`src/rtl/tlb_array_if.sv`:
```
// Search, write and read buses of the fully-associative TLB array.
// The master side issues searches, writes and reads; the slave side holds the entries.
interface tlb_array_if;
  logic        s0_req;
  logic [18:0] s0_vpn2;
  logic        s0_odd_page;
  logic [7:0]  s0_asid;
  logic        s0_rvalid;
  logic        s0_found;
  logic [3:0]  s0_index;
  logic [19:0] s0_pfn;
  logic [2:0]  s0_c;
  logic        s0_d;
  logic        s0_v;

  logic        s1_req;
  logic [18:0] s1_vpn2;
  logic        s1_odd_page;
  logic [7:0]  s1_asid;
  logic        s1_rvalid;
  logic        s1_found;
  logic [3:0]  s1_index;
  logic [19:0] s1_pfn;
  logic [2:0]  s1_c;
  logic        s1_d;
  logic        s1_v;

  logic        we;
  logic [3:0]  w_index;
  logic [18:0] w_vpn2;
  logic [7:0]  w_asid;
  logic        w_g;
  logic [24:0] w_lo0;
  logic [24:0] w_lo1;

  logic [3:0]  r_index;
  logic [18:0] r_vpn2;
  logic [7:0]  r_asid;
  logic        r_g;
  logic [24:0] r_lo0;
  logic [24:0] r_lo1;

  modport master (
    output s0_req, s0_vpn2, s0_odd_page, s0_asid,
    input  s0_rvalid, s0_found, s0_index, s0_pfn, s0_c, s0_d, s0_v,
    output s1_req, s1_vpn2, s1_odd_page, s1_asid,
    input  s1_rvalid, s1_found, s1_index, s1_pfn, s1_c, s1_d, s1_v,
    output we, w_index, w_vpn2, w_asid, w_g, w_lo0, w_lo1,
    output r_index,
    input  r_vpn2, r_asid, r_g, r_lo0, r_lo1
  );

  modport slave (
    input  s0_req, s0_vpn2, s0_odd_page, s0_asid,
    output s0_rvalid, s0_found, s0_index, s0_pfn, s0_c, s0_d, s0_v,
    input  s1_req, s1_vpn2, s1_odd_page, s1_asid,
    output s1_rvalid, s1_found, s1_index, s1_pfn, s1_c, s1_d, s1_v,
    input  we, w_index, w_vpn2, w_asid, w_g, w_lo0, w_lo1,
    input  r_index,
    output r_vpn2, r_asid, r_g, r_lo0, r_lo1
  );
endinterface

```
`src/rtl/tlb_array.sv`:
```
// Fully-associative TLB storage with two registered search ports,
// one write port and one combinational read port.
module tlb_array #(
  parameter int TLBNUM = 16
) (
  input  logic clk,
  input  logic reset,
  tlb_array_if.slave bus
);

  logic [18:0] vpn2_q [TLBNUM];
  logic [7:0]  asid_q [TLBNUM];
  logic        g_q    [TLBNUM];
  logic [24:0] lo0_q  [TLBNUM];
  logic [24:0] lo1_q  [TLBNUM];

  always_ff @(posedge clk) begin
    if (reset) begin
      for (int i = 0; i < TLBNUM; i++) begin
        vpn2_q[i] <= '0;
        asid_q[i] <= '0;
        g_q[i]    <= 1'b0;
        lo0_q[i]  <= '0;
        lo1_q[i]  <= '0;
      end
    end else if (bus.we) begin
      vpn2_q[bus.w_index] <= bus.w_vpn2;
      asid_q[bus.w_index] <= bus.w_asid;
      g_q[bus.w_index]    <= bus.w_g;
      lo0_q[bus.w_index]  <= bus.w_lo0;
      lo1_q[bus.w_index]  <= bus.w_lo1;
    end
  end

  assign bus.r_vpn2 = vpn2_q[bus.r_index];
  assign bus.r_asid = asid_q[bus.r_index];
  assign bus.r_g    = g_q[bus.r_index];
  assign bus.r_lo0  = lo0_q[bus.r_index];
  assign bus.r_lo1  = lo1_q[bus.r_index];

  for (genvar p = 0; p < 2; p++) begin : g_port
    logic        req;
    logic [18:0] vpn2;
    logic        odd;
    logic [7:0]  asid;
    logic        hit;
    logic [3:0]  hit_idx;
    logic [24:0] hit_lo;
    logic        rvalid;
    logic        found;
    logic [3:0]  index;
    logic [24:0] lo;

    assign req  = (p == 0) ? bus.s0_req      : bus.s1_req;
    assign vpn2 = (p == 0) ? bus.s0_vpn2     : bus.s1_vpn2;
    assign odd  = (p == 0) ? bus.s0_odd_page : bus.s1_odd_page;
    assign asid = (p == 0) ? bus.s0_asid     : bus.s1_asid;

    // Scanning from the top down lets the lowest matching index overwrite the rest.
    always_comb begin
      hit     = 1'b0;
      hit_idx = '0;
      hit_lo  = '0;
      for (int i = TLBNUM - 1; i >= 0; i--) begin
        if (vpn2_q[i] == vpn2 && (g_q[i] || asid_q[i] == asid)) begin
          hit     = 1'b1;
          hit_idx = 4'(i);
          hit_lo  = odd ? lo1_q[i] : lo0_q[i];
        end
      end
    end

    always_ff @(posedge clk) begin
      if (reset) begin
        rvalid <= 1'b0;
        found  <= 1'b0;
        index  <= '0;
        lo     <= '0;
      end else begin
        rvalid <= req;
        if (req) begin
          found <= hit;
          index <= hit_idx;
          lo    <= hit_lo;
        end
      end
    end
  end

  assign bus.s0_rvalid = g_port[0].rvalid;
  assign bus.s0_found  = g_port[0].found;
  assign bus.s0_index  = g_port[0].index;
  assign bus.s0_pfn    = g_port[0].lo[24:5];
  assign bus.s0_c      = g_port[0].lo[4:2];
  assign bus.s0_d      = g_port[0].lo[1];
  assign bus.s0_v      = g_port[0].lo[0];

  assign bus.s1_rvalid = g_port[1].rvalid;
  assign bus.s1_found  = g_port[1].found;
  assign bus.s1_index  = g_port[1].index;
  assign bus.s1_pfn    = g_port[1].lo[24:5];
  assign bus.s1_c      = g_port[1].lo[4:2];
  assign bus.s1_d      = g_port[1].lo[1];
  assign bus.s1_v      = g_port[1].lo[0];

endmodule
```
`src/flat_wrapper.sv`:
```
// flat-port wrapper written by rule: the top's interface ports become plain ports
module tlb_array_flat 
#(
  parameter int TLBNUM = 16
)
  (clk, reset, bus_s0_req, bus_s0_vpn2, bus_s0_odd_page, bus_s0_asid, bus_s0_rvalid, bus_s0_found, bus_s0_index, bus_s0_pfn, bus_s0_c, bus_s0_d, bus_s0_v, bus_s1_req, bus_s1_vpn2, bus_s1_odd_page, bus_s1_asid, bus_s1_rvalid, bus_s1_found, bus_s1_index, bus_s1_pfn, bus_s1_c, bus_s1_d, bus_s1_v, bus_we, bus_w_index, bus_w_vpn2, bus_w_asid, bus_w_g, bus_w_lo0, bus_w_lo1, bus_r_index, bus_r_vpn2, bus_r_asid, bus_r_g, bus_r_lo0, bus_r_lo1);
  tlb_array_if bus_i ();
  input  logic clk;
  input  logic reset;
  input wire logic [$bits(bus_i.s0_req)-1:0] bus_s0_req;
  input wire logic [$bits(bus_i.s0_vpn2)-1:0] bus_s0_vpn2;
  input wire logic [$bits(bus_i.s0_odd_page)-1:0] bus_s0_odd_page;
  input wire logic [$bits(bus_i.s0_asid)-1:0] bus_s0_asid;
  output wire logic [$bits(bus_i.s0_rvalid)-1:0] bus_s0_rvalid;
  output wire logic [$bits(bus_i.s0_found)-1:0] bus_s0_found;
  output wire logic [$bits(bus_i.s0_index)-1:0] bus_s0_index;
  output wire logic [$bits(bus_i.s0_pfn)-1:0] bus_s0_pfn;
  output wire logic [$bits(bus_i.s0_c)-1:0] bus_s0_c;
  output wire logic [$bits(bus_i.s0_d)-1:0] bus_s0_d;
  output wire logic [$bits(bus_i.s0_v)-1:0] bus_s0_v;
  input wire logic [$bits(bus_i.s1_req)-1:0] bus_s1_req;
  input wire logic [$bits(bus_i.s1_vpn2)-1:0] bus_s1_vpn2;
  input wire logic [$bits(bus_i.s1_odd_page)-1:0] bus_s1_odd_page;
  input wire logic [$bits(bus_i.s1_asid)-1:0] bus_s1_asid;
  output wire logic [$bits(bus_i.s1_rvalid)-1:0] bus_s1_rvalid;
  output wire logic [$bits(bus_i.s1_found)-1:0] bus_s1_found;
  output wire logic [$bits(bus_i.s1_index)-1:0] bus_s1_index;
  output wire logic [$bits(bus_i.s1_pfn)-1:0] bus_s1_pfn;
  output wire logic [$bits(bus_i.s1_c)-1:0] bus_s1_c;
  output wire logic [$bits(bus_i.s1_d)-1:0] bus_s1_d;
  output wire logic [$bits(bus_i.s1_v)-1:0] bus_s1_v;
  input wire logic [$bits(bus_i.we)-1:0] bus_we;
  input wire logic [$bits(bus_i.w_index)-1:0] bus_w_index;
  input wire logic [$bits(bus_i.w_vpn2)-1:0] bus_w_vpn2;
  input wire logic [$bits(bus_i.w_asid)-1:0] bus_w_asid;
  input wire logic [$bits(bus_i.w_g)-1:0] bus_w_g;
  input wire logic [$bits(bus_i.w_lo0)-1:0] bus_w_lo0;
  input wire logic [$bits(bus_i.w_lo1)-1:0] bus_w_lo1;
  input wire logic [$bits(bus_i.r_index)-1:0] bus_r_index;
  output wire logic [$bits(bus_i.r_vpn2)-1:0] bus_r_vpn2;
  output wire logic [$bits(bus_i.r_asid)-1:0] bus_r_asid;
  output wire logic [$bits(bus_i.r_g)-1:0] bus_r_g;
  output wire logic [$bits(bus_i.r_lo0)-1:0] bus_r_lo0;
  output wire logic [$bits(bus_i.r_lo1)-1:0] bus_r_lo1;
  assign bus_i.s0_req = bus_s0_req;
  assign bus_i.s0_vpn2 = bus_s0_vpn2;
  assign bus_i.s0_odd_page = bus_s0_odd_page;
  assign bus_i.s0_asid = bus_s0_asid;
  assign bus_s0_rvalid = bus_i.s0_rvalid;
  assign bus_s0_found = bus_i.s0_found;
  assign bus_s0_index = bus_i.s0_index;
  assign bus_s0_pfn = bus_i.s0_pfn;
  assign bus_s0_c = bus_i.s0_c;
  assign bus_s0_d = bus_i.s0_d;
  assign bus_s0_v = bus_i.s0_v;
  assign bus_i.s1_req = bus_s1_req;
  assign bus_i.s1_vpn2 = bus_s1_vpn2;
  assign bus_i.s1_odd_page = bus_s1_odd_page;
  assign bus_i.s1_asid = bus_s1_asid;
  assign bus_s1_rvalid = bus_i.s1_rvalid;
  assign bus_s1_found = bus_i.s1_found;
  assign bus_s1_index = bus_i.s1_index;
  assign bus_s1_pfn = bus_i.s1_pfn;
  assign bus_s1_c = bus_i.s1_c;
  assign bus_s1_d = bus_i.s1_d;
  assign bus_s1_v = bus_i.s1_v;
  assign bus_i.we = bus_we;
  assign bus_i.w_index = bus_w_index;
  assign bus_i.w_vpn2 = bus_w_vpn2;
  assign bus_i.w_asid = bus_w_asid;
  assign bus_i.w_g = bus_w_g;
  assign bus_i.w_lo0 = bus_w_lo0;
  assign bus_i.w_lo1 = bus_w_lo1;
  assign bus_i.r_index = bus_r_index;
  assign bus_r_vpn2 = bus_i.r_vpn2;
  assign bus_r_asid = bus_i.r_asid;
  assign bus_r_g = bus_i.r_g;
  assign bus_r_lo0 = bus_i.r_lo0;
  assign bus_r_lo1 = bus_i.r_lo1;
  tlb_array #(.TLBNUM(TLBNUM)) u_core (.clk(clk), .reset(reset), .bus(bus_i));
endmodule
```
`config.mk`:
```
export PLATFORM = sky130hd
export DESIGN_NAME = tlb_array_flat
export DESIGN_NICKNAME = d
export VERILOG_FILES = /design/src/rtl/tlb_array_if.sv /design/src/rtl/tlb_array.sv /design/src/flat_wrapper.sv
export SDC_FILE = /design/constraint.sdc
export NUM_CORES = 2
export LEC_CHECK = 0
export BUFFER_PORTS_ARGS = -buffer_cell sky130_fd_sc_hd__buf_4
export CAP_MARGIN = 20
export CORE_MARGIN = 4
export CORE_UTILIZATION = 30
export DETAILED_ROUTE_END_ITERATION = 10
export GPL_TIMING_DRIVEN = 0
export MAX_ROUTING_LAYER = met4
export PLACE_DENSITY_LB_ADDON = 0.05
export SETUP_SLACK_MARGIN = 0.3
export SLEW_MARGIN = 5
export SYNTH_ARGS = -nofsm -noshare
export SYNTH_HDL_FRONTEND = slang
export SYNTH_SLANG_ARGS = --single-unit
```
`constraint.sdc`:
```
create_clock -name clk -period 23 [get_ports clk]
set_clock_uncertainty 0.05 [all_clocks]
set_input_delay 2.3 -clock clk [delete_from_list [all_inputs] [get_ports clk]]
set_output_delay 2.3 -clock clk [all_outputs]
set_load 0.02 [all_outputs]
```
==> summary.txt <==
STA
  • Max Fclk: 119.4 MHz
  • Tcrit/Tclk final: 36.42%
  • Post-route setup TNS: 0 ns
  • Rel. slew slack: 4.452%
  • RSZ-0062 raised after global routing: false
  • Final Hold Viols: 0
  • Worst-Margin Slew: 1.433 ns
  • Final setup viols: 0
  • Slew Limit Fails: 0
  • Fin crit period: 8.376 ns
  • Worst setup margin: 14.62 ns

Synthesis
  • Register area share after synthesis: a little under half
  • Synthesis-stage register bit count: 1310
  • Distinct cell type count after synthesis: 78
  • Fraction of registers with async set or reset after synthesis: 0%
  • Ys flop type: edfxtp_1
  • Mapped Nets: approximately 7000
  • Syn Inst Count: 6925
  • Area contributors post-synth: edfxtp_1, mux4_2, and2_1
  • EDFF count, synth: 1248
  • Synthesized area: roughly 84000 sq um
  • Top-count cell post-synth: and2_1
  • Area leader, netlist: edfxtp_1
  • Mean Syn Cell Area: 12.17 sq um
  • Number of warnings issued by yosys: 0
  • Share of the synthesized area in the top cell type: between 40 and 50%
  • Most frequent cells after synthesis: and2_1, edfxtp_1, xor2_1, mux2i_1, clkbuf_1

Cells and area
  • FILL cells: about 27000
  • Nets: 7689
  • Area grow syn2layout: 19.19%
  • Layout cells sized above 1: 22.65%

Worst setup path
  • Critical Path RT: around 21 ns
  • Crit path DAT: 6.03 ns
  • Worst-path maximum fanout: 10
  • Critical path capture point type: primary output
  • Crit Path Class: primary input to primary output
  • Startpoint types: primary input
  • R2R Setup Slk: approximately 17 ns

Pwr
  • Clock Power Share: roughly two fifths
  • Seq pwr share: between 40 and 50%
  • Peak VDD IR: about 0.054 mV
  • Int Pwr: 4745 uW
  • Combinational power share: 16.2%
  • Sw Share: 30.63%
  • Net switching power: 2095 uW
  • Power Density: 68.11 nW/um^2
  • Leak: 0.03615 uW

Global routing
  • Number of global-route vias before repair: 67010
  • Busiest grt layer: met1
  • Initial antenna violation count: between 80 and 90
  • Met2 GRT Util: 51.54%
  • Met3 GRT Util: 10.22%
  • Total Routing Usage GR: 38.53%
  • First-pass GRT wire length: slightly above 700000 um
  • Pin count of the biggest net entering global routing: 33
  • Met1 Use GR: 52.73%
  • Grt ovf: 0

Clocking
  • Num CTS Buffers: between 150 and 200
  • CTS clk-pin slew, worst paths: 0.05 ns
  • Post-cts resize count: 0
  • H-tree levels: 4
  • Post-CTS Setup Inserts: 0
  • Worst skew pair latency: 0.91 ns
  • Root Driver: clkbuf_16
  • TritonCTS clock tree: built
  • Bufs on Longest Clock Path: 4
  • Clock Sink Count: 1310
  • Hold-fix buffers, CTS: 0

Floorplanning
  • DIE AREA: 289400 sq um
  • Total core area: 279400 sq um
  • Site row count: between 150 and 200
  • Die Wd: 538.0 um
  • I/O pins: 287
  • Die Y-Extent: 538.0 um
  • Initial Util: 30.16%

Routing
  • Starting DRC count in detailed routing: between 10000 and 15000
  • Average wire per cell in the routed design: between 40 and 50 um
  • Detailed-route via count: 71040
  • Remaining DRCs: 0
  • WL final: 558600 um
  • Vias per cell: roughly 6.2
  • Drt pass-1 iters: 8
  • Antenna viol nets, final: 0

Place
  • RD Place Congestion: approximately 1
  • Dpl ws: approximately 15 ns
  • DP Wirelength: approximately 430000 um
  • Port Buffers: about 230

Run status
  • Status: complete, no violations

Run
  • # Max-Cap Violations: 0

Min path
  • Min-Delay Path Class: register to register
power by group through the flow:
stage	sequential (uW)	combinational (uW)	clock [uW]
6_report	2940	1110	2790
5_1_grt	2940	1120	2900
4_1_cts	2930	1080	2820
3_5_place_dp	2980	1070	0
3_3_place_gp	3030	1020	0
2_1_floorplan	2890	563	0
routing by layer:
layer / part of all wire (%) / routed length [um] / up-vias
met3: 10 / 57370 / 1294
li1: - / - / 27250
met1: 43 / 241100 / 37120
met2: 40 / 224200 / 5375
met5: 0 / 0 / -
met4: 6.4 / 35880 / 0
stage by stage:
step           instances  power (uW)  hold WS, ns  area, sq um  util, %
3_3_place_gp       10870        4052       0.5891        90610    32.43
6_report           11490        6840       0.5994       100400    35.95
3_5_place_dp       11070        4049       0.5852        94510    33.83
5_1_grt            11450        6959       0.6167       100300    35.91
2_1_floorplan       6925        3456       0.4907        84260        -
4_1_cts            11390        6822       0.5932       100000    35.80
path summary, 6_finish.rpt:
path / end / start / cells past startpoint
worst max-delay path: bus_r_lo1[13] / bus_r_index[0] / 6
worst min-delay path: u_core.g_port[0].lo[19] / u_core.g_port[0].lo[19] / 4
worst max register to register: u_core.g_port[1].lo[17] / u_core.asid_q[4][1] / 10
worst min register to register: u_core.g_port[0].lo[19] / u_core.g_port[0].lo[19] / 4
placed cells by master, fill, tap and decap left out, types with 45 or more instances in the layout:
cell type and n:
a2111oi_0 45, a211oi_1 76, a21oi_1 192, a221oi_1 46, a22oi_1 47, and2_1 1253, and3_1 47, buf_12 52
buf_2 169, buf_4 273, buf_6 66, buf_8 76, clkbuf_1 372, clkbuf_16 176, clkbuf_2 88, dfxtp_1 62
diode_2 83, edfxtp_1 1248, mux2_2 296, mux2i_1 475, mux4_2 390, nand2_1 195, nand3_1 81, nand4_1 62
nor2_1 129, nor4_1 185, o211ai_1 51, o21ai_0 59, o221ai_1 71, xnor2_1 137, xor2_1 727
cell type report:
class / instances / area (sq um) / share of cell area, %
Tap cell: 3724 / 4659 / 4.639
Clock inverter: 84 / 842.1 / 0.8384
Buffer: 665 / 3221 / 3.207
Antenna cell: 83 / 207.7 / 0.2068
Multi-Input combinational cell: 4919 / 42610 / 42.43
Timing Repair Buffer: 440 / 5380 / 5.357
Inverter: 31 / 116.4 / 0.1159
Sequential cell: 1310 / 38720 / 38.55
Clock buffer: 236 / 4679 / 4.659
cell families (layout without fill, tap and decap cells):
group | after synthesis | after routing | share of synthesized area (%)
AOI/OAI and AO/OA | 781 | 781 | 6.582
xor gates and xnor gates | 864 | 864 | 8.980
buffers and inverters | 696 | 1456 | 3.783
DFF | 1310 | 1310 | 45.95
muxes | 1161 | 1161 | 20.02
other | 0 | 83 | 0
and+or+nand+nor | 2113 | 2113 | 14.69
worst max-delay path: stages:
cell	delay, ns
clkbuf_1	0.63
clkbuf_2	0.75
buf_2	0.80
mux4_2	0.67
mux4_2	0.60
buf_4	0.21
state kept, by name, indices dropped and copies added (netlist names):
name	flops
u_core.bus.s0_found	1
u_core.bus.s1_rvalid	1
u_core.asid_q	128
u_core.g_q	16
u_core.bus.s1_index	4
u_core.g_port.lo	50
u_core.vpn2_q	304
u_core.bus.s0_index	4
u_core.bus.s0_rvalid	1
u_core.bus.s1_found	1
u_core.lo1_q	400
u_core.lo0_q	400
(Power assumes the default switching activity.)
